**config.mk**
```make
export PLATFORM = sky130hd
export DESIGN_NAME = control_sequencer
export DESIGN_NICKNAME = d
export VERILOG_FILES = /design/src/rtl/cpu_defs.sv /design/src/rtl/reg_sel_decoder.sv /design/src/rtl/control_sequencer.sv
export SDC_FILE = /design/constraint.sdc
export NUM_CORES = 1
export LEC_CHECK = 0
export ABC_AREA = 1
export BUFFER_PORTS_ARGS = -buffer_cell sky130_fd_sc_hd__buf_2
export CAP_MARGIN = 20
export CORE_ASPECT_RATIO = 0.7
export CORE_UTILIZATION = 35
export DETAILED_ROUTE_END_ITERATION = 7
export PLACE_DENSITY = 0.87
export SLEW_MARGIN = 20
export SYNTH_ARGS = -nofsm -noshare
export SYNTH_HDL_FRONTEND = slang
export SYNTH_SLANG_ARGS = --single-unit
export TNS_END_PERCENT = 30
```
**constraint.sdc**
```tcl
create_clock -name Clock -period 1.5 [get_ports Clock]
set_input_delay 0.075 -clock Clock [delete_from_list [all_inputs] [get_ports Clock]]
set_output_delay 0.075 -clock Clock [all_outputs]
set_load 0.005 [all_outputs]
```
**src/rtl/cpu_defs.sv**
```systemverilog
// Shared definitions for the hardwired control sequencer: opcodes, IR field
// positions, state encoding and opcode classification helpers.
package cpu_defs;

    localparam int CU_OPW   = 5;
    localparam int CU_RSELW = 4;

    localparam int OP_LSB = 27;
    localparam int RA_LSB = 23;
    localparam int RB_LSB = 19;
    localparam int RC_LSB = 15;

    localparam logic [CU_OPW-1:0] OP_ADD  = 5'b00011;
    localparam logic [CU_OPW-1:0] OP_SUB  = 5'b00100;
    localparam logic [CU_OPW-1:0] OP_AND  = 5'b00101;
    localparam logic [CU_OPW-1:0] OP_OR   = 5'b00110;
    localparam logic [CU_OPW-1:0] OP_SHR  = 5'b00111;
    localparam logic [CU_OPW-1:0] OP_SHRA = 5'b01000;
    localparam logic [CU_OPW-1:0] OP_SHL  = 5'b01001;
    localparam logic [CU_OPW-1:0] OP_ROR  = 5'b01010;
    localparam logic [CU_OPW-1:0] OP_ROL  = 5'b01011;
    localparam logic [CU_OPW-1:0] OP_MUL  = 5'b01111;
    localparam logic [CU_OPW-1:0] OP_DIV  = 5'b10000;
    localparam logic [CU_OPW-1:0] OP_NEG  = 5'b10001;
    localparam logic [CU_OPW-1:0] OP_NOT  = 5'b10010;
    localparam logic [CU_OPW-1:0] OP_NOP  = 5'b11010;
    localparam logic [CU_OPW-1:0] OP_HALT = 5'b11011;

    typedef enum logic [3:0] {
        ST_RST   = 4'd0,
        ST_T0    = 4'd1,
        ST_T1    = 4'd2,
        ST_T2    = 4'd3,
        ST_T3    = 4'd4,
        ST_T4    = 4'd5,
        ST_T5    = 4'd6,
        ST_T6    = 4'd7,
        ST_HALT  = 4'd8,
        ST_PAUSE = 4'd9
    } state_e;

    function automatic logic is_muldiv(input logic [CU_OPW-1:0] op);
        return (op == OP_MUL) || (op == OP_DIV);
    endfunction

    function automatic logic is_unary(input logic [CU_OPW-1:0] op);
        return (op == OP_NEG) || (op == OP_NOT);
    endfunction

    function automatic logic is_alu(input logic [CU_OPW-1:0] op);
        logic r;
        case (op)
            OP_ADD, OP_SUB, OP_AND, OP_OR, OP_SHR, OP_SHRA, OP_SHL,
            OP_ROR, OP_ROL, OP_MUL, OP_DIV, OP_NEG, OP_NOT: r = 1'b1;
            default: r = 1'b0;
        endcase
        return r;
    endfunction

endpackage

```
**src/rtl/reg_sel_decoder.sv**
```systemverilog
// Register-select decoder: turns a GPR index into a one-hot strobe vector,
// all zeros when disabled.
module reg_sel_decoder #(
    parameter int SELW = 4,
    parameter int OUTW = 16
) (
    input  logic            en,
    input  logic [SELW-1:0] sel,
    output logic [OUTW-1:0] onehot
);

    // One-hot decode gated by enable
    always_comb begin
        onehot = {OUTW{1'b0}};
        if (en) begin
            onehot[sel] = 1'b1;
        end else begin
            onehot = {OUTW{1'b0}};
        end
    end

endmodule

```
**src/rtl/control_sequencer.sv**
```systemverilog
// Hardwired control unit sequencing fetch (T0-T2) and R-format ALU execute (T3-T6).
// Optional CU_STOP_EN adds a Stop input and a PAUSE state between instructions.
module control_sequencer
    import cpu_defs::*;
#(
    parameter int OPW   = CU_OPW,
    parameter int RSELW = CU_RSELW
) (
    input  logic                  Clock,
    input  logic                  Clear,
    input  logic [31:0]           IR,
    input  logic                  Mem_ready,
`ifdef CU_STOP_EN
    input  logic                  Stop,
`endif
    output logic [(1<<RSELW)-1:0] Rin,
    output logic [(1<<RSELW)-1:0] Rout,
    output logic                  PCin,
    output logic                  PCout,
    output logic                  IRin,
    output logic                  MARin,
    output logic                  MDRin,
    output logic                  MDRout,
    output logic                  Yin,
    output logic                  ZHighin,
    output logic                  ZLowin,
    output logic                  ZHighout,
    output logic                  ZLowout,
    output logic                  HIin,
    output logic                  LOin,
    output logic                  Read,
    output logic                  IncPC,
    output logic [OPW-1:0]        OP,
    output logic                  Run
);

    localparam int NGPR = 1 << RSELW;

    state_e             state_q, state_d, done_next_s;
    logic [OPW-1:0]     op_s;
    logic [RSELW-1:0]   ra_s, rb_s, rc_s, rout_sel_s;
    logic               rin_en_s, rout_en_s, md_s;
    logic               unused_ir_s;

    assign op_s        = IR[OP_LSB +: OPW];
    assign ra_s        = IR[RA_LSB +: RSELW];
    assign rb_s        = IR[RB_LSB +: RSELW];
    assign rc_s        = IR[RC_LSB +: RSELW];
    assign md_s        = is_muldiv(op_s);
    assign unused_ir_s = ^IR[14:0];

    // Where an instruction goes once it completes: straight to the next fetch, or park
`ifdef CU_STOP_EN
    assign done_next_s = Stop ? ST_PAUSE : ST_T0;
`else
    assign done_next_s = ST_T0;
`endif

    // State register; Clear abandons any in-flight instruction immediately
    always_ff @(posedge Clock or negedge Clear) begin
        if (!Clear) begin
            state_q <= ST_RST;
        end else begin
            state_q <= state_d;
        end
    end

    // Next-state sequencing
    always_comb begin
        state_d = state_q;
        case (state_q)
            ST_RST: state_d = ST_T0;
            ST_T0:  state_d = ST_T1;
            ST_T1:  state_d = Mem_ready ? ST_T2 : ST_T1;
            ST_T2: begin
                if (op_s == OP_HALT) begin
                    state_d = ST_HALT;
                end else if (is_alu(op_s)) begin
                    state_d = ST_T3;
                end else begin
                    state_d = done_next_s;
                end
            end
            ST_T3:   state_d = ST_T4;
            ST_T4:   state_d = ST_T5;
            ST_T5:   state_d = md_s ? ST_T6 : done_next_s;
            ST_T6:   state_d = done_next_s;
            ST_HALT: state_d = ST_HALT;
`ifdef CU_STOP_EN
            ST_PAUSE: state_d = Stop ? ST_PAUSE : ST_T0;
`else
            ST_PAUSE: state_d = ST_T0;
`endif
            default: state_d = ST_RST;
        endcase
    end

    // Strobe decode from state and IR fields; PCin also looks at Mem_ready
    always_comb begin
        PCin = 1'b0;  PCout = 1'b0;  IRin = 1'b0;    MARin = 1'b0;
        MDRin = 1'b0; MDRout = 1'b0; Yin = 1'b0;     ZHighin = 1'b0;
        ZLowin = 1'b0; ZHighout = 1'b0; ZLowout = 1'b0; HIin = 1'b0;
        LOin = 1'b0;  Read = 1'b0;   IncPC = 1'b0;   OP = {OPW{1'b0}};
        Run = 1'b0;   rin_en_s = 1'b0; rout_en_s = 1'b0; rout_sel_s = rb_s;
        case (state_q)
            ST_T0: begin
                Run = 1'b1; PCout = 1'b1; MARin = 1'b1; IncPC = 1'b1; ZLowin = 1'b1;
            end
            ST_T1: begin
                Run = 1'b1; Read = 1'b1; MDRin = 1'b1; PCin = Mem_ready;
            end
            ST_T2: begin
                Run = 1'b1; MDRout = 1'b1; IRin = 1'b1;
            end
            ST_T3: begin
                Run = 1'b1; rout_en_s = 1'b1; rout_sel_s = rb_s; Yin = 1'b1;
            end
            ST_T4: begin
                Run = 1'b1; rout_en_s = 1'b1;
                rout_sel_s = is_unary(op_s) ? rb_s : rc_s;
                OP = op_s; ZLowin = 1'b1; ZHighin = md_s;
            end
            ST_T5: begin
                Run = 1'b1; ZLowout = 1'b1;
                if (md_s) begin
                    LOin = 1'b1;
                end else begin
                    rin_en_s = 1'b1;
                end
            end
            ST_T6: begin
                Run = 1'b1; ZHighout = 1'b1; HIin = 1'b1;
            end
            default: begin
                Run = 1'b0;
            end
        endcase
    end

    reg_sel_decoder #(.SELW(RSELW), .OUTW(NGPR)) u_rin_dec (
        .en     (rin_en_s),
        .sel    (ra_s),
        .onehot (Rin)
    );

    reg_sel_decoder #(.SELW(RSELW), .OUTW(NGPR)) u_rout_dec (
        .en     (rout_en_s),
        .sel    (rout_sel_s),
        .onehot (Rout)
    );

endmodule

```
==> results.cfg <==
[outcome]
status = finished, violations left
violations = negative setup slack

[final_layout]
insertedDiodeCount = 0
regMostFlops = state_q
fin_util_pct = 64.11
largest_reg_flops = 4
final_nets = 275
area_growth_pct = 69.74
finalNonFillerCells = 270
drive_gt1_share_pct = 51.68
reg.largest.list = state_q x4
n_fill_cell = 196

[cts]
htree_num_levels = 1
clock_path_buffers = 2
numCtsBuffers = 3
clock_latency_ps = 240
clk_pin_slew_ps = 40
cts_tree = done
root_buffer = clkbuf_4
cts_sinks = 4

[timing]
period_needed_ps = 1781
relSlewSlack_pct = 75.45
fmax_mhz = 561.6
period_share_pct = 118.7
setup_slack_ps = -280.8
worst_pin_slew_ps = 366.2
maxSlewViolCount = 0
rsz0062_at_grt = yes
setup_viol = 42
hold_violations = 0
fin_skew_ps = 3.968

[route]
drc = 0
wl_um = 2708
vias_per_cell = 4.541
wl_per_cell_um = 10.03
final_antenna_net_count = 0
first_iter_violations = 62
dr.pass1.iters = 4
via_count = 1226

[global_route]
grt_use_total_pct = 19.37
grt_first_pass_wirelength_um = 3884
grt_max_degree = 9
antenna_found_initial = 0
grt_pass1_vias = 931
gr-total-overflow = 0

[worst_setup_path]
setup.worst_path.end_class = output pin
r2r-start = state_q[3]
slowest_stage = dfrtp_1
cp.required_ps = 1420
slowest_delay_ps = 380
path_class = reg2out
r2r_setup_slack_ps = -10
worstPathArrival_ps = 1710
r2r_end = state_q[2]
crit_top_cell = nand2_4
r2r_cells = 7
cp-start-kind = register
cp_max_fo = 8
path_cells = inv_2 -> nand2_4 -> nor2_4 -> nand2_4 -> o21ai_4 -> nand2_2 -> nor2_1 -> buf_2

[logic_synthesis]
synthCells = 156
async_flop_share_pct = 100.0
synth_cell_types = 20
ys.flop_type = dfrtp_1
yosysSeqAreaShare_pct = 12.10
synth_xor_area_share_pct = 0
synth_fa_ha_area_share_pct = 0
synth-compound-area-share_pct = 5.598
ys_top_cells_by_area = nor2_1 22%, nand2_1 13%, dfrtp_1 12%
yosysWarningCount = 0
yosysTopAreaCellShare_pct = 22.24
yosys-mux-area-fraction_pct = 0
synth_nets = 191
syn-cell-area_um2 = 827.0
syn_avg_cell_area_um2 = 5.302
yosys.area_share.simple_pct = 65.96
synth-edff-count = 0
synth_top_family_by_area = simple AND/OR/NAND/NOR gates
synth-seq-cells = 4
synth_top_cell_by_area = nor2_1

[pwr]
vdd_ir_drop_max_v = 0.0004390
cellLeakagePower_nw = 0.8649
p_per_area_nw_per_um2 = 965.7
power.total_w = 0.001356

[floorplan]
dieArea_um2 = 2564
row_count = 14
die_h_um = 42.67
ioPinCount = 88
die_w_um = 60.10
core_um2 = 2190
start_util_pct = 37.77

[place]
placedCellCount = 261
dpl.hpwl_um = 2055
pre_cts_ws_ps = 2.163
place_congestion = 0.8240
port_buffers = 72

[job]
drv_cap = 0

[min_path]
hold_class = in2async
[synthesized netlist by cell type, types with 2 or more instances]
cell and count:
nand3b_1 2, nand3_2 2, nand2_2 7, buf_4 5
nor2_1 49, nor3_2 2, nand4_1 2, inv_2 4
nand2_1 29, inv_1 22, o21ai_0 2, nor2_4 3
nand3_1 14, a21oi_1 4, dfrtp_1 4
[critical path, delay by kind of cell, from the launching register on]
| family | cells | cell delay, ps |
|---|---|---|
| and+or+nand+nor | 5 | 650 |
| DFF | 1 | 380 |
| AOI/OAI and AO/OA | 1 | 220 |
| buffers and inverters | 2 | 200 |
[placed cells by master (no fill, tap or decap), types with 2 or more instances in the layout]
| master | count |
|---|---|
| a21oi_1 | 4 |
| nand2_1 | 24 |
| nand3_1 | 10 |
| buf_4 | 9 |
| buf_2 | 72 |
| nand3_2 | 5 |
| inv_1 | 20 |
| buf_6 | 2 |
| nor2_4 | 3 |
| inv_2 | 5 |
| dfrtp_1 | 3 |
| clkbuf_4 | 3 |
| nand2_2 | 6 |
| o21ai_0 | 2 |
| nand2_4 | 7 |
| nor2_2 | 4 |
| nand4_1 | 2 |
| nor3_2 | 2 |
| nor2_1 | 45 |
| nand3b_1 | 2 |
[worst max path at each step]
stage	start	to	slack [ps]	cells after the start
2_1_floorplan	state_q[3]	Rout[10]	200	7
3_3_place_gp	state_q[0]	Rout[6]	40	7
3_5_place_dp	state_q[3]	Rout[6]	2	8
4_1_cts	state_q[1]	Rout[6]	-220	8
5_1_grt	state_q[3]	Rout[14]	-390	8
6_report	state_q[3]	Rout[6]	-280	8
[area by class of cell]
type                            count  area, um^2  share of cell area, %
Timing Repair Buffer               84       460.4                  32.80
Multi-Input combinational cell    121       679.4                  48.40
Sequential cell                     4       101.3                  7.219
Tap cell                           32       40.04                  2.852
Clock buffer                        3       22.52                  1.604
Inverter                           26       100.1                  7.130
[per-stage QoR]
stage,hold slack (ps),setup TNS [ps],instance area (um^2)
6_report,184.3,-7533,1404
3_3_place_gp,-118.7,0,1235
4_1_cts,166.9,-6326,1311
2_1_floorplan,-220.6,0,827.0
5_1_grt,202.9,-12180,1404
3_5_place_dp,-112.5,0,1235
[layer usage]
| layer | GRT usage (%) | part of all wire [%] |
|---|---|---|
| met1 | 28.70 | 47 |
| met2 | 29.23 | 46 |
| met3 | 0 | 5.7 |
| met4 | 8.372 | 1.0 |
| met5 | 0 | 0 |
[power by group]
| part | switching, W | total (W) | internal [W] |
|---|---|---|---|
| combinational | 0.000580 | 0.00101 | 0.000429 |
| sequential | 0.0000535 | 0.000206 | 0.000153 |
| clock | 0.0000511 | 0.000141 | 0.0000900 |
| total | 0.000684 | 0.00136 | 0.000671 |
[kinds of logic after synthesis]
logic type	after synthesis
AO/OA/AOI/OAI	8
buffers and inverters	31
flip-flops	4
AND/OR/NAND/NOR	113
[repair_timing]
item | in CTS | in global routing
endpoints found under the hold margin | 4 | 0
hold buffers | 1 | 0
pin swaps | 11 | 12
endpoints found under the setup margin | 36 | 43
buffers inserted | 2 | 3
resized for setup | 7 | 20
Power figures use the tool's default switching activity.
